`src/rtl/in_ctrl_pkg.sv`:
```
// Shared constants and index helpers for the input tap delay line.
package in_ctrl_pkg;

  localparam int unsigned DEF_WIDTH  = 8;
  localparam int unsigned DEF_TAPS   = 39;
  localparam int unsigned DEF_NUM_CH = 4;

  // Line position feeding tap t of channel c (stride c+1)
  function automatic int unsigned tap_idx(input int unsigned c, input int unsigned t);
    return (t + 1) * (c + 1) - 1;
  endfunction

  function automatic int unsigned fill_w(input int unsigned depth);
    return $clog2(depth + 1);
  endfunction

  function automatic int unsigned ph_w(input int unsigned modulus);
    return (modulus < 2) ? 1 : $clog2(modulus);
  endfunction

endpackage

```
`src/rtl/in_ctrl_phase_cnt.sv`:
```
// Mod-MOD phase counter advancing on i_adv; o_wrap flags the advance that returns it to 0.
module in_ctrl_phase_cnt
  import in_ctrl_pkg::*;
#(
  parameter int unsigned MOD = 1
) (
  input  logic i_clk,
  input  logic i_rst,
  input  logic i_clr,
  input  logic i_adv,
  output logic o_wrap
);

  localparam int unsigned PW = ph_w(MOD);

  logic [PW-1:0] r_ph;

  assign o_wrap = i_adv & (r_ph == PW'(MOD - 1));

  always_ff @(posedge i_clk or posedge i_rst) begin
    if (i_rst) begin
      r_ph <= '0;
    end else if (i_clr) begin
      r_ph <= '0;
    end else if (i_adv) begin
      r_ph <= o_wrap ? '0 : r_ph + PW'(1);
    end
  end

endmodule

```
`src/rtl/in_ctrl_tapline.sv`:
```
// Input tap delay line with NUM_CH strided tap sets, fill status and decimation strobes.
// Define TAPLINE_OUT_REG_EN to add one aligned register stage on out/ch_full/dec_strobe.
module in_ctrl_tapline
  import in_ctrl_pkg::*;
#(
  parameter int unsigned WIDTH  = DEF_WIDTH,
  parameter int unsigned TAPS   = DEF_TAPS,
  parameter int unsigned NUM_CH = DEF_NUM_CH
) (
  input  logic                                   clock,
  input  logic                                   reset,
  input  logic                                   in_valid,
  input  logic [WIDTH-1:0]                       in,
  input  logic                                   clear,
  output logic [NUM_CH-1:0][TAPS-1:0][WIDTH-1:0] out,
  output logic [NUM_CH-1:0]                      ch_full,
  output logic [NUM_CH-1:0]                      dec_strobe,
  output logic [fill_w(NUM_CH*TAPS)-1:0]         fill_cnt
);

  localparam int unsigned DEPTH = NUM_CH * TAPS;
  localparam int unsigned FW    = fill_w(DEPTH);

  logic [WIDTH-1:0]                       r_line [DEPTH];
  logic [FW-1:0]                          r_fill;
  logic [FW-1:0]                          w_fill_nxt;
  logic                                   w_accept;
  logic [NUM_CH-1:0]                      w_wrap;
  logic [NUM_CH-1:0]                      w_full_nxt;
  logic [NUM_CH-1:0]                      w_strobe_nxt;
  logic [NUM_CH-1:0]                      r_full;
  logic [NUM_CH-1:0]                      r_strobe;
  logic [NUM_CH-1:0][TAPS-1:0][WIDTH-1:0] w_out;

  assign w_accept = in_valid & ~clear;
  assign fill_cnt = r_fill;

  always_comb begin
    w_fill_nxt = r_fill;
    if (clear) begin
      w_fill_nxt = '0;
    end else if (w_accept && (r_fill != FW'(DEPTH))) begin
      w_fill_nxt = r_fill + FW'(1);
    end
  end

  always_ff @(posedge clock or posedge reset) begin
    if (reset) begin
      for (int unsigned i = 0; i < DEPTH; i++) r_line[i] <= '0;
      r_fill <= '0;
    end else begin
      r_fill <= w_fill_nxt;
      if (clear) begin
        for (int unsigned i = 0; i < DEPTH; i++) r_line[i] <= '0;
      end else if (w_accept) begin
        r_line[0] <= in;
        for (int unsigned i = 1; i < DEPTH; i++) r_line[i] <= r_line[i-1];
      end
    end
  end

  for (genvar c = 0; c < NUM_CH; c++) begin : g_ch
    localparam int unsigned THR = TAPS * (c + 1);

    in_ctrl_phase_cnt #(
      .MOD (c + 1)
    ) u_phase (
      .i_clk  (clock),
      .i_rst  (reset),
      .i_clr  (clear),
      .i_adv  (w_accept),
      .o_wrap (w_wrap[c])
    );

    // Status tracks the post-update count so it lands on the same edge as fill_cnt
    assign w_full_nxt[c]   = (w_fill_nxt >= FW'(THR));
    assign w_strobe_nxt[c] = w_wrap[c] & w_full_nxt[c];
  end

  always_ff @(posedge clock or posedge reset) begin
    if (reset) begin
      r_full   <= '0;
      r_strobe <= '0;
    end else begin
      r_full   <= w_full_nxt;
      r_strobe <= w_strobe_nxt;
    end
  end

  always_comb begin
    w_out = '0;
    for (int unsigned c = 0; c < NUM_CH; c++) begin
      for (int unsigned t = 0; t < TAPS; t++) begin
        w_out[c][t] = r_line[tap_idx(c, t)];
      end
    end
  end

`ifdef TAPLINE_OUT_REG_EN
  logic [NUM_CH-1:0][TAPS-1:0][WIDTH-1:0] r_out;
  logic [NUM_CH-1:0]                      r_full_q;
  logic [NUM_CH-1:0]                      r_strobe_q;

  always_ff @(posedge clock or posedge reset) begin
    if (reset) begin
      r_out      <= '0;
      r_full_q   <= '0;
      r_strobe_q <= '0;
    end else if (clear) begin
      r_out      <= '0;
      r_full_q   <= '0;
      r_strobe_q <= '0;
    end else begin
      r_out      <= w_out;
      r_full_q   <= r_full;
      r_strobe_q <= r_strobe;
    end
  end

  assign out        = r_out;
  assign ch_full    = r_full_q;
  assign dec_strobe = r_strobe_q;
`else
  assign out        = w_out;
  assign ch_full    = r_full;
  assign dec_strobe = r_strobe;
`endif

endmodule
```
`config.mk`:
```
export PLATFORM = sky130hd
export DESIGN_NAME = in_ctrl_tapline
export DESIGN_NICKNAME = d
export VERILOG_FILES = /design/src/rtl/in_ctrl_pkg.sv /design/src/rtl/in_ctrl_phase_cnt.sv /design/src/rtl/in_ctrl_tapline.sv
export SDC_FILE = /design/constraint.sdc
export NUM_CORES = 2
export LEC_CHECK = 0
export CORE_AREA = 3 3 496 498
export DETAILED_ROUTE_END_ITERATION = 6
export DIE_AREA = 0 0 499 501
export GPL_ROUTABILITY_DRIVEN = 0
export HOLD_SLACK_MARGIN = 0.02
export PLACE_DENSITY_LB_ADDON = 0.15
export SETUP_SLACK_MARGIN = 0.05
export SLEW_MARGIN = 30
export SYNTH_ARGS = -nofsm -noshare
export SYNTH_HDL_FRONTEND = slang
export SYNTH_SLANG_ARGS = --single-unit
```
`constraint.sdc`:
```
create_clock -name clock -period 73.9 [get_ports clock]
set_clock_uncertainty 0.05 [all_clocks]
set_input_delay 22.17 -clock clock [delete_from_list [all_inputs] [get_ports clock]]
set_output_delay 22.17 -clock clock [all_outputs]
set_load 0.01 [all_outputs]
```
==> impl_metrics.py <==
metrics = {
    "clock_network": {
        "root_buffer": "clkbuf_16",
        "cts_tree": "built",
        "post_cts_resized": 0,
        "cts_buffers": 156,
        "post_cts_buffers": 0,
        "cts_htree_levels": 4,
        "clkSinkCount": 1270,
        "cts_buffer_depth": 3,
        "cts_hold_buf": 0,
        "clk_latency_ps": 800,
        "clk_pin_slew_worst_paths_ps": 60,
    },
    "placement": {
        "pre_cts_ws_ps": 46430,
        "place_hpwl_um": 139000,
        "port_buffers": 1275,
    },
    "detailed_routing": {
        "drc": 0,
        "vias": 35300,
        "dr.pass1.iters": 5,
        "via_per_inst": 4.08,
        "wl_per_cell_um": 22.7,
        "detail-route-antenna-nets": 0,
        "drt-initial-drc-count": 2125,
        "routed_wl_um": 197000,
    },
    "worst_hold_path": {
        "min_path_type": "flip-flop to flip-flop",
    },
    "synthesis": {
        "syn_area_um2": 60300,
        "netlist.area_leader.share_pct": 52.7,
        "syn_inst": 5389,
        "ys_types": 49,
        "synthesis.nets": 5404,
        "ys_ff_latch": 1270,
        "synth_area_leaders": "dfrtp_1 (53%), mux2i_1 (21%), buf_4 (16%), nor2_1 (7.8%), buf_2 (1.1%)",
        "seq_area_frac_synth_pct": 52.7,
        "ys_warn_count": 0,
        "synthFlopType": "dfrtp_1",
        "yosysTopAreaCell": "dfrtp_1",
        "syn_area_per_cell_um2": 11.2,
        "synth-async-reset-ratio_pct": 100,
        "synth_edf_count": 0,
    },
    "cells_and_area": {
        "seq_area_um2": 31800,
        "fin_nets": 5358,
        "nFillCells": 24800,
        "final_common_cell": "clkdlybuf4s50_1",
        "final_cell_mix": "clkdlybuf4s50_1 (1273), dfrtp_1 (1270), nor2_1 (1258), mux2i_1 (1251), clkbuf_16 (157)",
        "area_growth_pct": 19.9,
        "multi_input_area_um2": 17800,
        "layout-drive-gt1-share_pct": 5.62,
    },
    "worst_setup_path": {
        "cp.arrival_ps": 27340,
        "cpMostUsedCell": "buf_4",
        "r2r-start": "fill_cnt[0]",
        "cpPeakStageDelay_ps": 790,
        "cp_slowest_cell": "buf_4",
        "crit_fanout": 130,
        "path_cells": "buf_16 -> buf_12 -> buf_4 -> buf_4 -> buf_4 -> buf_12 -> mux2i_1 -> nor2_1",
        "cp.required_ps": 74480,
        "crit_type": "primary input to flip-flop",
        "critPathLaunchType": "primary input",
        "critPathLaunch": "in_valid",
        "r2r_end": "ch_full[2]",
        "critPathCapture": "r_line[922]",
        "r2r_cells": 7,
        "end_kind": "flip-flop",
        "reg2reg_setup_slack_ps": 71390,
    },
    "sta": {
        "hold_viol": 0,
        "setup_viol": 0,
        "maxSlewHeadroom_pct": 32.3,
        "hold_ws_ps": 441,
        "rsz0062_at_grt": "false",
        "tightestPinTransition_ps": 1020,
        "final_max_slew_viol_count": 0,
        "fmax_mhz": 37.4,
        "fin_setup_tns_ps": 0,
        "finalCritPeriodShare_pct": 36.2,
        "period_needed_ps": 26760,
        "setup_slack_ps": 47140,
    },
    "die": {
        "die_y_um": 501,
        "die-area_um2": 250000,
        "die_x_um": 499,
        "ios": 1276,
        "start_util_pct": 24.9,
        "core.rowCount": 181,
        "core_area_um2": 243000,
    },
    "pwr": {
        "p_per_area_nw_per_um2": 21.3,
        "p_leak_nw": 34.2,
        "ir_worst_vdd_mv": 0.0179,
    },
    "grt": {
        "grt_usage_pct": 15.3,
        "antenna_found_initial": 7,
        "grt_pass1_vias": 35800,
        "grt_max_degree": 205,
        "grt_pass1_wl_um": 281000,
        "overflow": 0,
    },
    "run_status": {
        "status": "completed",
    },
    "flow_run": {
        "drv_cap": 0,
    },
}
## cell families (layout without fill, tap and decap cells)
family	count (synthesis)	count (layout)	synth area share, %
XOR/XNOR	5	5	0.0726
other	0	4	0
multiplexers	1252	1252	20.8
flip-flops	1270	1270	52.7
AO/OA/AOI/OAI	27	27	0.392
buffers and inverters	1540	1611	17.7
AND/OR/NAND/NOR	1292	1292	8.27
adder cells (fa/ha/maj)	3	3	0.0623
## per-layer routing
layer  wire length (um)  vias up  GRT usage, %
li1                   -    16300             -
met1              83600    17900          19.4
met2              97900      974          25.8
met3              12300      180          4.41
met4               3250        0          3.17
met5                  0        -             0
## critical path, delay by kind of cell
kind	cells	cell delay [ps]
buf+inv	6	4140
mux	1	280
simple gates	1	50
## through the flow
step / utilization (%) / cell area [um2] / cells / total power, mW
final: 29.8 / 72300 / 8666 / 1.54
after global placement: 27.6 / 66900 / 8382 / 0.778
after detailed placement: 27.6 / 66900 / 8382 / 0.778
after CTS: 29.7 / 72100 / 8657 / 1.57
after global routing: 29.8 / 72300 / 8666 / 1.60
after floorplan: - / 60300 / 5389 / 0.763
## synthesized netlist by cell type (2+ instances only)
cell      number
inv_1          7
buf_2        128
a21oi_1        6
nand2_1        7
buf_6          4
o31a_1         2
ha_1           3
nand3b_1       2
buf_4       1250
xnor2_1        4
buf_1          6
a31oi_1        2
nand3_1        4
nand4_1        2
nor3_1         4
or3_1          4
mux2i_1     1251
dfrtp_1     1270
nor2_1      1258
clkbuf_1     144
o21ai_0        2
a211oi_4       2
## registers in the layout (all words and copies together) (netlist names)
name and cells:
r_line 488, dec_strobe 4, ch_full 4, fill_cnt 8, g_ch.u_phase.r_ph 6, out 760
## worst min-delay path by stage
stage	slack [ps]	endpoint	from	cells past startpoint
2_1_floorplan	430	g_ch[0].u_phase.r_ph	g_ch[0].u_phase.r_ph	1
3_3_place_gp	450	out[476]	r_line[924]	2
3_5_place_dp	450	g_ch[0].u_phase.r_ph	g_ch[0].u_phase.r_ph	1
4_1_cts	440	out[877]	r_line[493]	2
5_1_grt	470	out[877]	r_line[493]	2
6_report	440	out[1093]	r_line[621]	2
## where the power goes
| group | switching [mW] | total [mW] | internal [mW] |
|---|---|---|---|
| clock network | 0.315 | 0.774 | 0.459 |
| registers | 0.00139 | 0.698 | 0.697 |
| logic | 0.0463 | 0.0664 | 0.0201 |
| total | 0.363 | 1.54 | 1.18 |
## final cells by class
type | instances | area share, %
clock buffers | 234 | 6.36
flip-flops and latches | 1270 | 44.0
repair buffers | 1328 | 18.5
clock inverters | 41 | 0.836
multi-input cells | 2579 | 24.7
well taps | 3202 | 5.54
diodes | 4 | 0.0139
inverters | 8 | 0.0589
Power figures use the tool's default switching activity.
